$ cat src/rtl/bs_accumulator.sv
`default_nettype none
// ============================================================================
//  Module   : bs_accumulator
//  Purpose  : WIDTH-bit bit-serial accumulator (LOAD/ADD/SUB/CLEAR), LSB first,
//             with start/busy/done framing, shift stall and carry/ovf/zero flags.
//             Define BS_ACCUMULATOR_SUB_EN to enable true subtraction for op 10.
//  Revision : 1.0 - initial release
// ============================================================================
module bs_accumulator #(
  parameter int WIDTH = 8
) (
  input  logic             i_clk,
  input  logic             i_rst,
  input  logic             i_start,
  input  logic [1:0]       i_op,
  input  logic             i_shift,
  input  logic             i_data_in,
  output logic             o_data_out,
  output logic [WIDTH-1:0] o_value,
  output logic             o_busy,
  output logic             o_done,
  output logic             o_carry,
  output logic             o_ovf,
  output logic             o_zero
);

  localparam int CNT_W = (WIDTH > 2) ? $clog2(WIDTH) : 1;

  localparam logic [0:0] c_ST_IDLE = 1'b0;
  localparam logic [0:0] c_ST_RUN  = 1'b1;

  localparam logic [1:0] c_OP_LOAD  = 2'b00;
  localparam logic [1:0] c_OP_ADD   = 2'b01;
  localparam logic [1:0] c_OP_SUB   = 2'b10;
  localparam logic [1:0] c_OP_CLEAR = 2'b11;

  localparam logic [CNT_W-1:0] c_CNT_LAST = CNT_W'(WIDTH - 1);

`ifdef BS_ACCUMULATOR_SUB_EN
  localparam logic c_SUB_EN = 1'b1;
`else
  localparam logic c_SUB_EN = 1'b0;
`endif

  logic [0:0]       state_q, state_d;
  logic [1:0]       op_q,    op_d;
  logic [CNT_W-1:0] cnt_q,   cnt_d;
  logic [WIDTH-1:0] word_q,  word_d;
  logic             cy_q,    cy_d;
  logic             ztrk_q,  ztrk_d;
  logic             done_q,  done_d;
  logic             fcy_q,   fcy_d;
  logic             fovf_q,  fovf_d;
  logic             fzero_q, fzero_d;

  logic w_run;
  logic w_step;
  logic w_last;
  logic w_is_sub;
  logic w_is_arith;
  logic w_opnd;
  logic w_sum;
  logic w_cout;
  logic w_r;

  assign w_run      = (state_q == c_ST_RUN);
  assign w_step     = w_run & i_shift;
  assign w_last     = (cnt_q == c_CNT_LAST);
  assign w_is_sub   = c_SUB_EN & (op_q == c_OP_SUB);
  assign w_is_arith = (op_q == c_OP_ADD) | (op_q == c_OP_SUB);

  // Subtraction is addition of the inverted operand with a carry preset of 1.
  assign w_opnd = i_data_in ^ w_is_sub;
  assign w_sum  = word_q[0] ^ w_opnd ^ cy_q;
  assign w_cout = (word_q[0] & w_opnd) | (word_q[0] & cy_q) | (w_opnd & cy_q);

  always_comb begin
    w_r = 1'b0;
    case (op_q)
      c_OP_LOAD:  w_r = i_data_in;
      c_OP_ADD:   w_r = w_sum;
      c_OP_SUB:   w_r = w_sum;
      c_OP_CLEAR: w_r = 1'b0;
      default:    w_r = 1'b0;
    endcase
  end

  always_comb begin
    state_d = state_q;
    op_d    = op_q;
    cnt_d   = cnt_q;
    word_d  = word_q;
    cy_d    = cy_q;
    ztrk_d  = ztrk_q;
    done_d  = 1'b0;
    fcy_d   = fcy_q;
    fovf_d  = fovf_q;
    fzero_d = fzero_q;

    if (state_q == c_ST_IDLE) begin
      if (i_start) begin
        state_d = c_ST_RUN;
        op_d    = i_op;
        cnt_d   = '0;
        cy_d    = c_SUB_EN & (i_op == c_OP_SUB);
        ztrk_d  = 1'b1;
      end
    end else if (w_step) begin
      word_d = {w_r, word_q[WIDTH-1:1]};
      cy_d   = w_is_arith ? w_cout : cy_q;
      ztrk_d = ztrk_q & ~w_r;
      cnt_d  = cnt_q + CNT_W'(1);
      if (w_last) begin
        // cy_q is the carry into the MSB on the final step.
        state_d = c_ST_IDLE;
        done_d  = 1'b1;
        fcy_d   = w_is_arith & w_cout;
        fovf_d  = w_is_arith & (cy_q ^ w_cout);
        fzero_d = ztrk_q & ~w_r;
      end
    end
  end

  always_ff @(posedge i_clk) begin
    if (i_rst) begin
      state_q <= c_ST_IDLE;
      op_q    <= c_OP_LOAD;
      cnt_q   <= '0;
      word_q  <= '0;
      cy_q    <= 1'b0;
      ztrk_q  <= 1'b1;
      done_q  <= 1'b0;
      fcy_q   <= 1'b0;
      fovf_q  <= 1'b0;
      fzero_q <= 1'b1;
    end else begin
      state_q <= state_d;
      op_q    <= op_d;
      cnt_q   <= cnt_d;
      word_q  <= word_d;
      cy_q    <= cy_d;
      ztrk_q  <= ztrk_d;
      done_q  <= done_d;
      fcy_q   <= fcy_d;
      fovf_q  <= fovf_d;
      fzero_q <= fzero_d;
    end
  end

  assign o_data_out = word_q[0];
  assign o_value    = word_q;
  assign o_busy     = w_run;
  assign o_done     = done_q;
  assign o_carry    = fcy_q;
  assign o_ovf      = fovf_q;
  assign o_zero     = fzero_q;

endmodule
`default_nettype wire

$ cat config.mk
export PLATFORM = sky130hd
export DESIGN_NAME = bs_accumulator
export DESIGN_NICKNAME = d
export VERILOG_FILES = /design/src/rtl/bs_accumulator.sv
export SDC_FILE = /design/constraint.sdc
export NUM_CORES = 1
export LEC_CHECK = 0
export ABC_CLOCK_PERIOD_IN_PS = 3290
export BUFFER_PORTS_ARGS = -buffer_cell sky130_fd_sc_hd__buf_4
export CAP_MARGIN = 20
export CELL_PAD_IN_SITES_DETAIL_PLACEMENT = 0
export CELL_PAD_IN_SITES_GLOBAL_PLACEMENT = 1
export CORE_MARGIN = 10
export CORE_UTILIZATION = 30
export DETAILED_ROUTE_END_ITERATION = 8
export GPL_TIMING_DRIVEN = 1
export PLACE_DENSITY_LB_ADDON = 0.3
export SLEW_MARGIN = 15
export SYNTH_ARGS = -nofsm -noshare
export SYNTH_HDL_FRONTEND = slang
export SYNTH_SLANG_ARGS = --single-unit
$ cat constraint.sdc
create_clock -name i_clk -period 3.29 [get_ports i_clk]
set_input_delay 0.658 -clock i_clk [delete_from_list [all_inputs] [get_ports i_clk]]
set_output_delay 0.658 -clock i_clk [all_outputs]
set_load 0.01 [all_outputs]
After elaboration in Yosys (flattened, before gate mapping)
Index checks and enable logic that the tools add are counted.
{ "classes": {"n_addsub": 1, "n_eq_ne": 6, "mux": 16, "bitwise": 16, "n_reduce_logical": 9} }
{ "op_table": {"columns": ["operator", "n"], "rows": [
  ["2-to-1 mux 1 bit", 12],
  ["2-to-1 mux 3 bit", 3],
  ["AND 1 bit", 7],
  ["AND reduction 2 bit", 3],
  ["AND reduction 3 bit", 2],
  ["== test 2 bit, second input constant", 2],
  ["!= test 2 x 1 -> 1 bit, second input constant", 2],
  ["adder 3 x 1 -> 3 bit, second input constant", 1],
  ["== test 3 bit, second input constant", 1],
  ["NOT 1 bit", 3],
  ["OR 1 bit", 3],
  ["one-hot mux 1 bit (3 select lines)", 1],
  ["OR reduction 3 bit", 1],
  ["bitwise XOR 1 bit", 3],
  ["== test 2 x 1 -> 1 bit, second input constant", 1],
  ["logical NOT 2 bit", 1],
  ["nonzero test 2 bit", 1],
  ["OR reduction 2 bit", 1]
]} }
{ "word_totals": {"reg_bits": 20, "output_inout_bits": 14, "wordCells": 58} }

Longest topological paths before layout
Gate-level depths: netlist (run 1).
{ "depth": {"ltp_word": 7, "mapped_depth": 5, "depth_no_buf": 5} }

Least setup slack after synthesis (run 1)
OpenSTA, ideal clock, no wires.
{ "synth_timing": {"kind": "input to register", "startpoint": "input i_data_in", "endpoint": "register fzero_q, in the netlist o_zero", "setup_ns": 0.115, "arrival_time_ns": 1.570, "path_slack_ns": 1.605, "stages": 4, "n_path_buf": 0, "path_cell_list": "fa_1 and3b_1 a21oi_1 a31o_1"} }
{ "synth_between": {"elab_chain_cells": 5} }
{ "synth_lines": {"columns": ["element", "line_no", "source"], "rows": [
  ["start: declaration", "17", "input logic i_data_in,"],
  ["bitwise XOR 1 bit (2 in a row)", "74", "assign w_sum = word_q[0] ^ w_opnd ^ cy_q;"],
  ["one-hot mux 1 bit (3 select lines) *", "79", "case (op_q)"],
  ["NOT 1 bit *", "119", "fzero_d = ztrk_q & ~w_r;"],
  ["AND 1 bit *", "119", null],
  ["end signal: assignment", "146", "fzero_q <= fzero_d;"],
  ["end: declaration", "54", "logic fzero_q, fzero_d;"]
]} }
Every way passes the cells marked *; elsewhere a longest branch is shown, timed or not.
A chain may end at the register's enable or synchronous reset.

Final worst setup path (run 1)
{ "layout_timing": {"startpoint": "register state_q, in the netlist o_busy", "endpoint": "output o_busy"} }
{ "layout_lines": {"columns": ["element", "line_no", "source"], "rows": [
  ["start: declaration", "45", "logic [0:0] state_q, state_d;"],
  ["start signal: assignment", "126", "state_q <= c_ST_IDLE;"],
  ["start signal: assignment", "137", "state_q <= state_d;"],
  ["end: declaration", "20", "output logic o_busy,"]
]} }
No word-level cell between the ends.

==> results of run 1 <==
-- cell families after synthesis --
family	after synthesis	synth area share, %
and+or+nand+nor	38	21.20
DFF	20	46.78
AOI/OAI and AO/OA	18	13.01
buffers and inverters	7	6.578
muxes	4	4.679
adders and majority gates	4	6.726
xor gates and xnor gates	1	1.024
-- how the worst max path moves through the flow --
stage,slack (ns),end,start,cells past startpoint
floorplan,1.60,o_zero,i_data_in,4
global placement,1.45,o_zero,i_data_in,5
detailed placement,1.44,o_zero,i_data_in,5
CTS,1.65,o_busy,o_busy,1
global route,1.58,o_busy,o_busy,1
finish,1.65,o_busy,o_busy,1
-- cells in the mapped netlist, drive strengths merged --
| library cell | n | area (sq um) |
|---|---|---|
| buf | 5 | 48.79 |
| a22oi | 2 | 15.01 |
| and2 | 2 | 16.27 |
| nor2b | 1 | 8.760 |
| o22ai | 1 | 6.260 |
| nand3 | 5 | 30.03 |
| a21o | 1 | 7.510 |
| nor3 | 1 | 5.000 |
| a31o | 1 | 8.760 |
| nor2 | 8 | 30.03 |
| inv | 2 | 7.510 |
| and3 | 1 | 7.510 |
| fa | 1 | 20.02 |
| dfxtp | 20 | 400.4 |
| a21oi | 11 | 58.81 |
| mux2i | 4 | 40.04 |
| nand3b | 1 | 7.510 |
| nand2 | 18 | 67.56 |
| a211oi | 1 | 7.510 |
| ha | 3 | 37.54 |
| and3b | 1 | 8.760 |
| o21bai | 1 | 7.510 |
| xor2 | 1 | 8.760 |
-- cell type report --
type | instances | area (sq um)
Fill cell | 283 | 1715
Sequential cell | 20 | 400.4
Multi-Input combinational cell | 65 | 399.1
Timing Repair Buffer | 20 | 150.1
Tap cell | 31 | 38.79
Clock buffer | 3 | 22.52
Inverter | 2 | 7.507
-- metrics by stage --
step	hold WS [ns]	area, sq um
after floorplan	0.4490	855.8
after global placement	0.4418	996.0
after detailed placement	0.4493	996.0
after CTS	0.4646	1018
after global routing	0.4784	1018
final	0.4633	1018
-- sequential cells by signal (all words and copies together), names as in the netlist --
signal / cells
o_value: 8
cnt_q: 3
op_q: 2
cy_q: 1
o_busy: 1
o_carry: 1
o_done: 1
o_ovf: 1
o_zero: 1
ztrk_q: 1
-- layer usage --
layer,wire [um],vias up
li1,-,348
met1,812,290
met2,796,11
met3,105,2
met4,17,0
met5,0,-
-- power groups by stage --
stage	Sequential (mW)	Clock (mW)	Combinational, mW
6_report	0.251	0.108	0.0383
3_5_place_dp	0.257	0	0.0392
2_1_floorplan	0.256	0	0.0289
5_1_grt	0.252	0.131	0.0436
4_1_cts	0.251	0.113	0.0392
3_3_place_gp	0.257	0	0.0387
==> summary.txt, run 1 <==
Power
  • Worst vdd rail ir drop: 0.1780 mV
  • Sequential group share of total power: 63.2%
  • Clock network fraction of total power: 27.2%
  • Pwr Total: between 0.3 and 0.4 mW
  • P_int: 0.3064 mW
  • PD cells: 390.4 nW/um^2
  • Reported net switching power: 0.09125 mW
  • Switching part of the total power: between 20% and 30%
  • Leakage power of the design: 0.4259 nW
  • Fraction of power consumed by combinational cells: around a tenth

Cells and area
  • Commonest cells after routing, fill and taps aside: sky130_fd_sc_hd__dfxtp_1, sky130_fd_sc_hd__buf_4, sky130_fd_sc_hd__nand2_1
  • Filler-free cell count of the finished design: 141
  • Nets: 123
  • Final core occ: a little under two fifths
  • Share of post-route cells with drive strength above 1: between 20% and 30%
  • Growth of design area from synthesis to finish: 19.01%
  • Number of antenna repair diodes: 0

Global route
  • Met3 usage: 2.826%
  • Number of antenna violations at the first check in global routing: 0
  • Wire length of the first global-routing pass: 2.835 mm
  • Maximum number of pins on one net before global-route repair: 21
  • Overall Global Routing Usage: 6.617%
  • Met1 Use GR: 7.938%
  • Vias in the first global route: 616
  • Remaining global-route overflow: 0
  • Global route hottest layer: met2
  • GRT met2 Usage: 9.933%

Critical path
  • Worst Reg-to-Reg Cells: 4
  • Critical Path AT: 0.99 ns
  • Maximum fanout count along the critical path: 9
  • Terminus of the critical flop-to-flop path: o_zero
  • Sequence of cells on the critical path: buf_4
  • Delay-heaviest family, CP: flip-flops
  • Critical Path Sink Type: output pin
  • Register-to-Register Setup Slack: 1.90 ns
  • Worst Setup Start Kind: flip-flop
  • Critical path required time: 2.63 ns
  • Startpoint of the worst register-to-register path: o_value[0]
  • Setup CP Type: flip-flop to output pin
  • Slowest cell on crit path: sky130_fd_sc_hd__dfxtp_1
  • Critical path buffer and inverter count: 1
  • Critical Path Max Stage Delay: 0.52 ns

Routing
  • Total number of vias: 651
  • WL per Instance: 12.27 um
  • Residual DRC count: 0
  • Routed wire length: 1.730 mm
  • 1st-iter DRT viols: 20
  • Count of nets left with antenna violations after detail routing: 0
  • Routed via count divided by cell count: 4.617
  • Number of detailed-routing iterations run before antenna repair: 4

CTS
  • Clock tree from TritonCTS: yes
  • Resized cells post-CTS: 0
  • Clock latency on the worst-skew pair: 0.28 ns
  • Clock slew seen by the registers of the worst setup and hold paths: 0.10 ns
  • Total CTS buffers: 3
  • Number of buffers inserted by hold repair at cts: 0
  • Buffers from clock root to sink, at most: 2
  • # Post-CTS Setup Buffers: 0
  • H-tree levels: 1
  • CTS Root Cell: sky130_fd_sc_hd__clkbuf_4
  • Number of sinks handled by clock tree synthesis: 20

Timing
  • Min Tclk post-route: ~1.6 ns
  • Final Max Tran Viols: 0
  • Achievable frequency: around 610 MHz
  • RSZ-0062 raised after global routing: no
  • TNS Setup: 0 ns
  • Worst-Margin Slew: 0.3125 ns
  • Setup violation total in the final timing report: 0
  • Slack of the critical path: 1.647 ns
  • Slew headroom: 79.14%
  • Number of hold-slack violations in the final timing report: 0
  • Clock tree skew after final layout: ~0.0022 ns
  • Post-route fraction of the period consumed by the critical path: 49.94%

Die
  • Core region area: 2734 sq um
  • Chip Width: 73.41 um
  • Die area: 5389 sq um
  • I/O pins: 21
  • Cell Rows: 19
  • Effective utilization at floorplan: 31.30%
  • Chip height: 73.41 um

Synth
  • Fraction of the yosys area taken by sequential cells: between 40% and 50%
  • Post-Synthesis Net Count: 103
  • Number of instances in the synthesized netlist: a little over 90
  • Flip-flop and latch count after synthesis: 20
  • Syn Std Cell Area: around 860 sq um
  • Synth unique cells: 27
  • Warnings from Yosys: 0
  • Average footprint of a synthesized cell: 9.302 sq um

Worst hold path
  • Cell depth of the worst min-delay path: 2
  • Type of the worst min-delay path: flip-flop to flip-flop
  • HP Start: o_ovf
  • Endpoint of the worst hold path: o_ovf

Placed design
  • Number of cells after detailed placement: 138
  • Number of buffers added on ports: 20
  • Post-detailed-placement half-perimeter wirelength: 1.333 mm
  • Pre-CTS WS: 1.442 ns
  • Final weighted congestion in routability-driven placement: about 0.79

Status
  • Run status: finished, final reports clean

Flow run
  • Reported max-cap violation count: 0
Note: power is estimated with default switching activity, not from simulation.
==> inputs of run 2 (changes only) <==
ABC_AREA = 1   (was not set)
ABC_CLOCK_PERIOD_IN_PS = 1700   (was 3290)
clock period = 1.7 ns   (was 3.29 ns; I/O delays follow)
==> run 2 against run 1 <==
Design area grew 1.4%. Cell count grew 12%. Register-to-register slack got worse by 1.7 ns. Flip-flop and latch count unchanged. Clock-buffer cell count unchanged. Sequential power is 100% higher. Critical path depth grew 5. Core utilization grew 0.50 points. Critical endpoint is now ztrk_q. Largest power group unchanged. Highest routed layer unchanged.
==> summary.txt, run 2 <==
Timing
  • Clock tree skew after final layout: 0.0005642 ns
  • Setup violation total in the final timing report: 0
  • Min Tclk post-route: 1.536 ns
  • Post-route fraction of the period consumed by the critical path: 90.36%
  • Worst-Margin Slew: about 0.37 ns
  • Achievable frequency: 651.0 MHz
  • RSZ-0062 raised after global routing: no
  • Final Max Tran Viols: 0
  • Slew headroom: about three quarters
  • Number of hold-slack violations in the final timing report: 0
  • TNS Setup: 0 ns

Global route
  • Wire length of the first global-routing pass: 3.042 mm
  • Number of antenna violations at the first check in global routing: 0
  • Remaining global-route overflow: 0
  • Overall Global Routing Usage: around 7.1%
  • Vias in the first global route: 682
  • Maximum number of pins on one net before global-route repair: 15

Synth
  • Most frequently used flop master after synthesis: sky130_fd_sc_hd__dfxtp_1
  • Synth unique cells: 19
  • Flip-flop and latch count after synthesis: 20
  • Syn Std Cell Area: 853.3 sq um
  • Most frequent cells after synthesis: sky130_fd_sc_hd__nor2_1, sky130_fd_sc_hd__dfxtp_1, sky130_fd_sc_hd__nand2_1
  • Number of instances in the synthesized netlist: between 100 and 150
  • Fraction of the yosys area taken by sequential cells: 46.92%
  • EDFF count, synth: 0
  • Area share of the largest cell type after synthesis: between 40% and 50%
  • Average footprint of a synthesized cell: between 7 and 8 sq um
  • Top post-synthesis cells by area: sky130_fd_sc_hd__dfxtp_1, sky130_fd_sc_hd__nor2_1, sky130_fd_sc_hd__nand2_1
  • Cell taking the most area after synthesis: sky130_fd_sc_hd__dfxtp_1
  • Most common cell in the synthesized netlist: sky130_fd_sc_hd__nor2_1
  • Post-Synthesis Net Count: 118
  • Warnings from Yosys: 0
  • Fraction of registers with async set or reset after synthesis: 0%

Critical path
  • Slowest cell on crit path: sky130_fd_sc_hd__fa_1
  • Setup CP Type: flip-flop to flip-flop
  • Critical Path Max Stage Delay: 0.52 ns
  • Register-to-Register Setup Slack: 0.16 ns
  • Most Frequent Cell on Critical Path: sky130_fd_sc_hd__nand2_1
  • Critical Path AT: 1.73 ns
  • Critical path required time: around 1.9 ns
  • Maximum fanout count along the critical path: 4
  • Critical Path Sink Type: flip-flop
  • Sequence of cells on the critical path: fa_1, nand2_1, o21ai_0, nand2_1, nand2_1, nand2_1
  • Worst Setup Start Kind: flip-flop

Die
  • I/O pins: 21
  • Cell Rows: 19
  • Core region area: 2734 sq um
  • Die area: 5377 sq um
  • Chip height: 73.33 um
  • Effective utilization at floorplan: 31.21%
  • Chip Width: 73.33 um

Routing
  • Routed via count divided by cell count: 4.361
  • Routed wire length: 1.751 mm
  • Number of detailed-routing iterations run before antenna repair: 4
  • Residual DRC count: 0
  • Count of nets left with antenna violations after detail routing: 0
  • 1st-iter DRT viols: 20
  • WL per Instance: 11.08 um
  • Total number of vias: just under 700

Status
  • Run status: finished, final reports clean

CTS
  • Resized cells post-CTS: 0
  • Total CTS buffers: 3
  • # Post-CTS Setup Buffers: 0
  • Clock tree from TritonCTS: yes
  • H-tree levels: 1
  • Clock slew seen by the registers of the worst setup and hold paths: 0.10 ns
  • CTS Root Cell: sky130_fd_sc_hd__clkbuf_4
  • Buffers from clock root to sink, at most: 2
  • Number of buffers inserted by hold repair at cts: 0
  • Clock latency on the worst-skew pair: approximately 0.29 ns
  • Number of sinks handled by clock tree synthesis: 20

Cells and area
  • Share of post-route cells with drive strength above 1: 22.83%
  • Number of antenna repair diodes: 0
  • Nets: 140
  • Most common cell after layout, fill and taps aside: sky130_fd_sc_hd__nor2_1
  • Commonest cells after routing, fill and taps aside: sky130_fd_sc_hd__nor2_1, sky130_fd_sc_hd__dfxtp_1, sky130_fd_sc_hd__buf_4
  • Growth of design area from synthesis to finish: 20.97%
  • Flip-flop count of the largest register, all copies and words added: 8

Placed design
  • Post-detailed-placement half-perimeter wirelength: 1.378 mm
  • Number of buffers added on ports: 20
  • Final weighted congestion in routability-driven placement: 0.7230

Flow run
  • Reported max-cap violation count: 0

Power
  • Worst vdd rail ir drop: ~0.34 mV
  • Pwr Total: approximately 0.85 mW
  • PD cells: 827.7 nW/um^2
  • Leakage power of the design: approximately 0.52 nW

Worst hold path
  • Type of the worst min-delay path: input pin to flip-flop
==> run 2: cell types whose count changed after synthesis, sizes merged, moves of 2 or more <==
| cell | change |
|---|---|
| a21oi | -4 |
| a22oi | -2 |
| and2 | -2 |
| buf | -2 |
| inv | +10 |
| mux2i | -4 |
| nand2 | +4 |
| nand3 | -3 |
| nor2 | +15 |
| o21ai | +13 |
==> run 2: kinds of logic after synthesis <==
family,count (synthesis),synth area share [%]
simple gates,47,23.90
xor+xnor,1,1.027
flops,20,46.92
buf+inv,15,9.678
fa+ha+maj,4,6.745
compound gates,20,11.73
==> run 2: worst paths after layout <==
| kind | start | endpoint | cells past startpoint |
|---|---|---|---|
| max | o_value[0] | ztrk_q | 6 |
| min | i_rst | cnt_q[2] | 2 |
| max reg2reg | o_value[0] | ztrk_q | 6 |
| min reg2reg | o_ovf | o_ovf | 2 |
==> run 2: metrics by stage <==
step                worst slack [ns]  cell area [sq um]  instances  utilization (%)  hold slack (ns)
detailed placement           0.01607               1010        155            36.93           0.4435
floorplan                     0.3058              853.3        107                -           0.4091
global route                 0.01276               1032        158            37.76           0.2677
CTS                           0.1468               1032        158            37.76           0.2693
global placement             0.05998               1010        155            36.93           0.4301
finish                        0.1638               1032        158            37.76           0.2761
==> run 2: per-layer routing <==
metal / share of wire (%) / GRT usage [%] / vias up
met5: 0 / 0 / -
met4: 0.97 / 3.106 / 0
met3: 6.7 / 2.961 / 2
met2: 48 / 11.37 / 11
met1: 45 / 8.022 / 302
li1: - / - / 374
==> run 2: final cells by class <==
class / instances / area [sq um]
repair buffers: 20 / 150.1
well taps: 31 / 38.79
flip-flops and latches: 20 / 400.4
clock buffers: 3 / 22.52
fillers: 311 / 1702
multi-input cells: 72 / 370.4
inverters: 12 / 50.05
==> run 2: power by group <==
part / internal, mW / leakage [nW] / switching [mW] / total [mW]
combinational: 0.0576 / 0.345 / 0.0733 / 0.131
sequential: 0.490 / 0.164 / 0.0165 / 0.507
clock: 0.0824 / 0.0138 / 0.134 / 0.217
==> run 2: critical path, delay by kind of cell (launching register included) <==
kind	cells	cell delay, ns
AND/OR/NAND/NOR	4	0.24
adder cells (fa/ha/maj)	1	0.52
flip-flops	1	0.36
AO/OA/AOI/OAI	1	0.32
